--- src/rtl/rs_issue_arbiter.sv ---
// rs_issue_arbiter
//
// Reservation-station issue scheduler. It picks one ready RS entry and holds
// it in a registered grant until the functional unit accepts it. On accept it
// returns a one-hot clear mask so the RS can free that entry. On the same edge
// it loads the next pick, so a stream of accepts issues one entry per cycle.
//
// Optional feature macro: RS_ISSUE_RR_EN
//   defined   : rotating priority, scanning upward from rr_ptr with wrap.
//   undefined : fixed priority, lowest ready index wins (no rr_ptr).
//
// Parameters:
//   N            number of RS entries (>= 2, default `RS_SIZE = 32)
//
// Ports:
//   clock        system clock, all state on posedge
//   reset        synchronous, active-high
//   ready_vec    [N]  per-entry "operands ready, not yet issued"
//   squash       flush; drops any held grant, blocks load and clear
//   fu_ready     FU accepts the presented grant this cycle
//   issue_valid  a grant is presented (state HOLD)
//   issue_oh     [N]  one-hot granted entry, zero when idle
//   issue_idx    [$clog2(N)] binary index of the grant, zero when idle
//   clear_oh     [N]  combinational: issue_oh on accept, else zero

`ifndef RS_SIZE
`define RS_SIZE 32
`endif

module rs_issue_arbiter #(
    parameter int N = `RS_SIZE
) (
    input  logic                 clock,
    input  logic                 reset,
    input  logic [N-1:0]         ready_vec,
    input  logic                 squash,
    input  logic                 fu_ready,
    output logic                 issue_valid,
    output logic [N-1:0]         issue_oh,
    output logic [$clog2(N)-1:0] issue_idx,
    output logic [N-1:0]         clear_oh
);

    localparam int IW = $clog2(N);

    typedef enum logic {
        IDLE = 1'b0,
        HOLD = 1'b1
    } state_t;

    state_t        state, state_next;
    logic [N-1:0]  grant_oh, grant_oh_next;
    logic [IW-1:0] grant_idx, grant_idx_next;

    logic          accept;
    logic          load;
    logic [N-1:0]  cand;
    logic          pick_found;
    logic [IW-1:0] pick_idx;

    // Lowest set bit of v. MSB of the result is the "found" flag.
    function automatic logic [IW:0] find_first(input logic [N-1:0] v);
        logic [IW:0] r;
        r = '0;
        for (int i = N - 1; i >= 0; i--) begin
            if (v[i]) r = {1'b1, IW'(i)};
        end
        return r;
    endfunction

    function automatic logic [N-1:0] to_onehot(input logic [IW-1:0] idx);
        logic [N-1:0] one;
        one = '0;
        one[0] = 1'b1;
        return one << idx;
    endfunction

    assign accept   = (state == HOLD) & fu_ready & ~squash;
    assign clear_oh = accept ? grant_oh : '0;
    assign load     = ~squash & ((state == IDLE) | accept);

    // The entry being accepted is still set in ready_vec this cycle; the RS
    // only drops it next cycle, so it must not be picked again.
    assign cand = ready_vec & ~clear_oh;

`ifdef RS_ISSUE_RR_EN
    localparam logic [IW:0] N_W = (IW + 1)'(N);

    logic [IW-1:0] rr_ptr, rr_ptr_next;
    logic [N-1:0]  cand_rot;
    logic [IW:0]   rot_pick;

    // (base + off) mod N; works for non-power-of-two N.
    function automatic logic [IW-1:0] wrap_add(input logic [IW-1:0] base,
                                               input logic [IW-1:0] off);
        logic [IW:0] s;
        s = {1'b0, base} + {1'b0, off};
        if (s >= N_W) s = s - N_W;
        return s[IW-1:0];
    endfunction

    // Rotate cand down by sh so that entry rr_ptr lands at bit 0; the
    // doubled vector makes the wrap correct for any N.
    function automatic logic [N-1:0] rotate_down(input logic [N-1:0] v,
                                                 input logic [IW-1:0] sh);
        return N'({v, v} >> sh);
    endfunction

    assign cand_rot   = rotate_down(cand, rr_ptr);
    assign rot_pick   = find_first(cand_rot);
    assign pick_found = rot_pick[IW];
    assign pick_idx   = wrap_add(rr_ptr, rot_pick[IW-1:0]);

    assign rr_ptr_next = accept ? wrap_add(grant_idx, IW'(1)) : rr_ptr;

    always_ff @(posedge clock) begin
        if (reset) begin
            rr_ptr <= '0;
        end else begin
            rr_ptr <= rr_ptr_next;
        end
    end
`else
    logic [IW:0] fix_pick;

    assign fix_pick   = find_first(cand);
    assign pick_found = fix_pick[IW];
    assign pick_idx   = fix_pick[IW-1:0];
`endif

    // Next-state / next-grant. Squash wins over load; without a load the
    // grant registers are frozen.
    always_comb begin
        state_next     = state;
        grant_oh_next  = grant_oh;
        grant_idx_next = grant_idx;
        if (squash) begin
            state_next     = IDLE;
            grant_oh_next  = '0;
            grant_idx_next = '0;
        end else if (load) begin
            if (pick_found) begin
                state_next     = HOLD;
                grant_oh_next  = to_onehot(pick_idx);
                grant_idx_next = pick_idx;
            end else begin
                state_next     = IDLE;
                grant_oh_next  = '0;
                grant_idx_next = '0;
            end
        end
    end

    always_ff @(posedge clock) begin
        if (reset) begin
            state     <= IDLE;
            grant_oh  <= '0;
            grant_idx <= '0;
        end else begin
            state     <= state_next;
            grant_oh  <= grant_oh_next;
            grant_idx <= grant_idx_next;
        end
    end

    assign issue_valid = (state == HOLD);
    assign issue_oh    = grant_oh;
    assign issue_idx   = grant_idx;

endmodule
--- config.mk ---
export PLATFORM = sky130hd
export DESIGN_NAME = rs_issue_arbiter
export DESIGN_NICKNAME = d
export VERILOG_FILES = /design/src/rtl/rs_issue_arbiter.sv
export SDC_FILE = /design/constraint.sdc
export NUM_CORES = 1
export LEC_CHECK = 0
export CORE_UTILIZATION = 45
export CTS_CLUSTER_DIAMETER = 50
export DETAILED_ROUTE_END_ITERATION = 6
export PLACE_DENSITY_LB_ADDON = 0.2
export SKIP_CTS_REPAIR_TIMING = 1
export SLEW_MARGIN = 30
export SYNTH_ARGS = -nofsm -noshare
export SYNTH_HDL_FRONTEND = slang
export SYNTH_SLANG_ARGS = --single-unit
--- constraint.sdc ---
create_clock -name clock -period 7.6 [get_ports clock]
set_clock_uncertainty 0.1 [all_clocks]
set_input_delay 2.28 -clock clock [delete_from_list [all_inputs] [get_ports clock]]
set_output_delay 2.28 -clock clock [all_outputs]
set_load 0.005 [all_outputs]
; ---- Word level (Yosys, flattened, before mapping)
; Index checks and enable logic that the tools add are counted.
[word_totals]
output_inout_bits = 70
input_bits = 36
word_cells = 49
ff_bits = 38
[classes]
mux = 36
n_reduce_logical = 1
shifts = 1
n_bitwise = 8
[ops]
columns = operator, n
row1 = $mux 6, 32
row2 = $mux 32, 2
row3 = $and 32x32->32, 1
row4 = $not 32->32, 1
row5 = $shl 1x5->32 const A, 1
row6 = $mux 5, 1
row7 = $and 1x1->1, 3
row8 = $not 1->1, 2
row9 = $reduce_or 2->1, 1
row10 = $mux 1, 1
row11 = $or 1x1->1, 1

; ---- Depth between registers and ports, before layout
[depth]
word_depth = 39
mapped_depth = 11
depth_no_buf = 8

; ---- Least setup slack after synthesis
; OpenSTA, ideal clock, no wires.
[synth_timing]
path_kind = input-to-output
startpoint = input squash
endpoint = output clear_oh[3]
path_stages = 4
t_arrival_ps = 2830
slack_ps = 2390
n_path_buf = 1
required_time_ps = 5220
path_cell_list = and3b_1 > buf_2 > nand2_1 > inv_1
[synth_via]
elab_chain_len = 3
[synth_rtl]
columns = item, line
row1 = start: declaration, 36  ; input logic squash,
row2 = $not 1->1, 78  ; assign accept = (state == HOLD) & fu_ready & ~squash;
row3 = $and 1x1->1, 78
row4 = $mux 32, 79  ; assign clear_oh = accept ? grant_oh : '0;
row5 = end: declaration, 41  ; output logic [N-1:0] clear_oh
; No other way between the ends.

; ---- Worst setup path in the final report
[layout_timing]
startpoint = input fu_ready
endpoint = output clear_oh[3]
[layout_via]
elab_chain_len = 3
[layout_rtl]
columns = item, line
row1 = start: declaration, 37  ; input logic fu_ready,
row2 = $and 1x1->1 (2 in a row), 78
row3 = $mux 32, 79
; No other way between the ends.

==> results.py <==
metrics = {
    "timing": {
        "slew_viol_final": 0,
        "max_freq_mhz": 152,
        "setup_viol": 0,
        "whs_ns": 0.361,
        "rsz0062_at_grt": "no",
        "worst_slack_ns": 1.04,
        "setup_tns_ns": 0,
        "fin_crit_ns": 6.56,
        "period_share_pct": 86.4,
        "relSlewSlack_pct": 42.8,
        "hold_viol": 0,
        "tightest_slew_ns": 0.857,
    },
    "setup_path": {
        "crit_arrival_ns": 4.18,
        "r2r-end": "issue_oh[10]$_SDFFE_PP0P_",
        "crit_type": "input port to output pin",
        "crit_required_ns": 5.22,
        "end_kind": "output pin",
        "rrSetupSlack_ns": 4.05,
        "cp_max_fo": 24,
        "setup.worst_path.end": "clear_oh[3]",
        "r2r_cells": 8,
        "startpoint_type": "input port",
        "regToRegStartpoint": "issue_valid$_SDFFE_PP0P_",
        "cp-startpoint": "fu_ready",
    },
    "synthesis": {
        "yosysSeqAreaShare_pct": 32.4,
        "ys_async_sr_fraction_pct": 0,
        "ys.flop_type": "dfxtp_1",
        "synth_compound_area_share_pct": 28.8,
        "synth_enable_flop_cells": 0,
        "syn-num-nets": 348,
        "synth_cell_type_count": 48,
        "synth_area_leaders": "dfxtp_1 (32%), nand2_1 (9.3%), nand4b_1 (7.1%)",
        "ys_warn_count": 0,
        "synth_top_family_by_area": "simple AND/OR/NAND/NOR gates",
        "synth-adder-area-share_pct": 0,
        "synth-simple-area-share_pct": 30.0,
        "synth_xor_area_share_pct": 0,
        "syn_avg_cell_area_um2": 7.52,
        "syn-instance-count": 312,
        "yosysTopAreaCell": "dfxtp_1",
        "synth-seq-cells": 38,
        "synth_top_area_share_pct": 32.4,
        "synth.cell_area_um2": 2350,
        "synthMuxAreaShare_pct": 0,
    },
    "cells_and_area": {
        "final_nets": 448,
        "n_fill_cell": 398,
        "n_antenna_cell": 0,
        "area_growth_pct": 49.8,
        "drive_gt1_share_pct": 4.60,
        "fin_area_um2": 3520,
    },
    "run_status": {
        "outcome": "finished clean",
    },
    "cts": {
        "tritoncts": "done",
        "insertion_delay_ns": 0.29,
        "cts.clk_slew.worst_paths_ns": 0.07,
        "numClockSinks": 38,
        "cts-buffers-inserted": 5,
        "h-tree-depth": 2,
        "clk_path_buf_depth": 2,
        "root_buffer": "clkbuf_8",
    },
    "floorplan": {
        "die_h_um": 74.2,
        "die_w_um": 74.2,
        "fp.coreArea_um2": 4880,
        "num_rows": 25,
        "start_util_pct": 48.1,
        "ioPinCount": 106,
        "fp.dieArea_um2": 5510,
    },
    "routing": {
        "drtIter0Drc": 237,
        "wl_per_cell_um": 16.1,
        "drtPass1Iterations": 5,
        "vias": 2700,
        "drc": 0,
        "viasPerCell": 5.63,
        "finalWirelength_um": 7720,
        "ant_nets": 0,
    },
    "global_routing": {
        "grt_pass1_wl_um": 11700,
        "grt_overflow_total": 0,
        "grt_max_degree": 28,
        "track_usage_pct": 28.4,
        "grt_antenna_before_repair": 0,
        "grt_pass1_vias": 2320,
    },
    "pwr": {
        "power_density_nw_per_um2": 116,
        "p_leak_uw": 0.00143,
        "p_total_uw": 410,
        "peakVddDrop_mv": 0.122,
    },
    "flow_run": {
        "maxCapViolations": 0,
    },
    "worst_hold_path": {
        "whs_path_depth": 2,
        "min_path_type": "flip-flop to flip-flop",
    },
    "place": {
        "placed_area_um2": 3430,
        "dp_hpwl_um": 6170,
        "place_ws_ns": 1.05,
        "io_buffers": 105,
        "routabilityCongestion": 0.964,
    },
}
## cell families after synthesis
group	after synthesis
AOI/OAI and AO/OA	94
buffers and inverters	49
DFF	38
and+or+nand+nor	131
## sequential cells by signal, indices dropped and copies added, names as in the netlist
signal	cells
issue_valid	1
issue_oh	32
issue_idx	5
## synth_stat cells (all sizes together) (2+ instances only)
cell type	instances
a21o	2
and2	7
nand4b	19
nand2	58
a221o	2
nor2b	2
and3	2
o31ai	15
or2	5
o2111ai	2
o21a	3
dfxtp	38
buf	8
a31oi	3
o211ai	4
a2bb2oi	5
and4b	2
and3b	2
clkbuf	7
a21boi	6
a22oi	13
o21ai	24
nor2	16
a21oi	8
nand3	6
nand2b	7
inv	34
## how the worst min path moves through the flow
stage | start | to | slack [ns]
final | issue_idx[3]$_SDFFE_PP0P_ | issue_idx[3]$_SDFFE_PP0P_ | 0.36
after global routing | issue_idx[3]$_SDFFE_PP0P_ | issue_idx[3]$_SDFFE_PP0P_ | 0.39
after CTS | issue_idx[3]$_SDFFE_PP0P_ | issue_idx[3]$_SDFFE_PP0P_ | 0.36
after detailed placement | issue_idx[3]$_SDFFE_PP0P_ | issue_idx[3]$_SDFFE_PP0P_ | 0.36
after global placement | issue_idx[3]$_SDFFE_PP0P_ | issue_idx[3]$_SDFFE_PP0P_ | 0.34
after floorplan | issue_idx[3]$_SDFFE_PP0P_ | issue_idx[3]$_SDFFE_PP0P_ | 0.35
## worst max-delay path, stage by stage
cell and delay, ns:
clkdlybuf4s50_1 0.45, buf_4 0.24, and3b_1 0.46, nand2_1 0.17
inv_1 0.09, clkdlybuf4s50_1 0.49
## area by class of cell
| cell class | instances | area (um^2) | area share, % |
|---|---|---|---|
| Clock buffer | 7 | 86.3 | 2.45 |
| Clock inverter | 1 | 5.00 | 0.142 |
| Inverter | 34 | 128 | 3.63 |
| Multi-Input combinational cell | 225 | 1380 | 39.2 |
| Sequential cell | 38 | 761 | 21.6 |
| Tap cell | 67 | 83.8 | 2.38 |
| Timing Repair Buffer | 108 | 1070 | 30.5 |
## placed cells by master, fill, tap and decap left out, types with 2 or more instances in the layout
cell type / instances
nor2b_1: 2
and3b_1: 2
a21boi_0: 5
clkbuf_8: 6
nand3_1: 6
a21o_1: 2
a221o_1: 2
nand2b_1: 7
o21a_1: 3
o21ai_1: 4
nand4b_1: 19
a22oi_1: 13
inv_1: 34
and3_1: 2
or2_2: 4
and2_1: 7
a2bb2oi_1: 4
a21oi_1: 8
o21ai_0: 20
o31ai_1: 12
o211ai_1: 4
o2111ai_1: 2
nor2_1: 16
a31oi_1: 3
dfxtp_1: 38
nand2_1: 58
o31ai_2: 2
clkdlybuf4s50_1: 105
and4b_1: 2
buf_4: 3
## metrics by stage
step,instances,utilization [%]
3_5_place_dp,472,70.2
4_1_cts,480,72.1
3_3_place_gp,472,70.2
5_1_grt,480,72.1
6_report,480,72.1
2_1_floorplan,312,-
## layer usage
metal	vias to the layer above	global-route usage [%]	part of all wire (%)	wire, um
li1	1316	-	-	-
met1	1254	39.1	46	3580
met2	120	45.7	45	3490
met3	10	4.34	6.9	535
met4	0	9.22	1.5	112
met5	-	0	0	0
## report_power, final
group	leakage, uW	internal (uW)	switching, uW
clock network	0.0000482	73.1	68.5
logic	0.00107	32.6	32.3
registers	0.000306	200	2.85
total	0.00143	306	104
(Power assumes the default switching activity.)
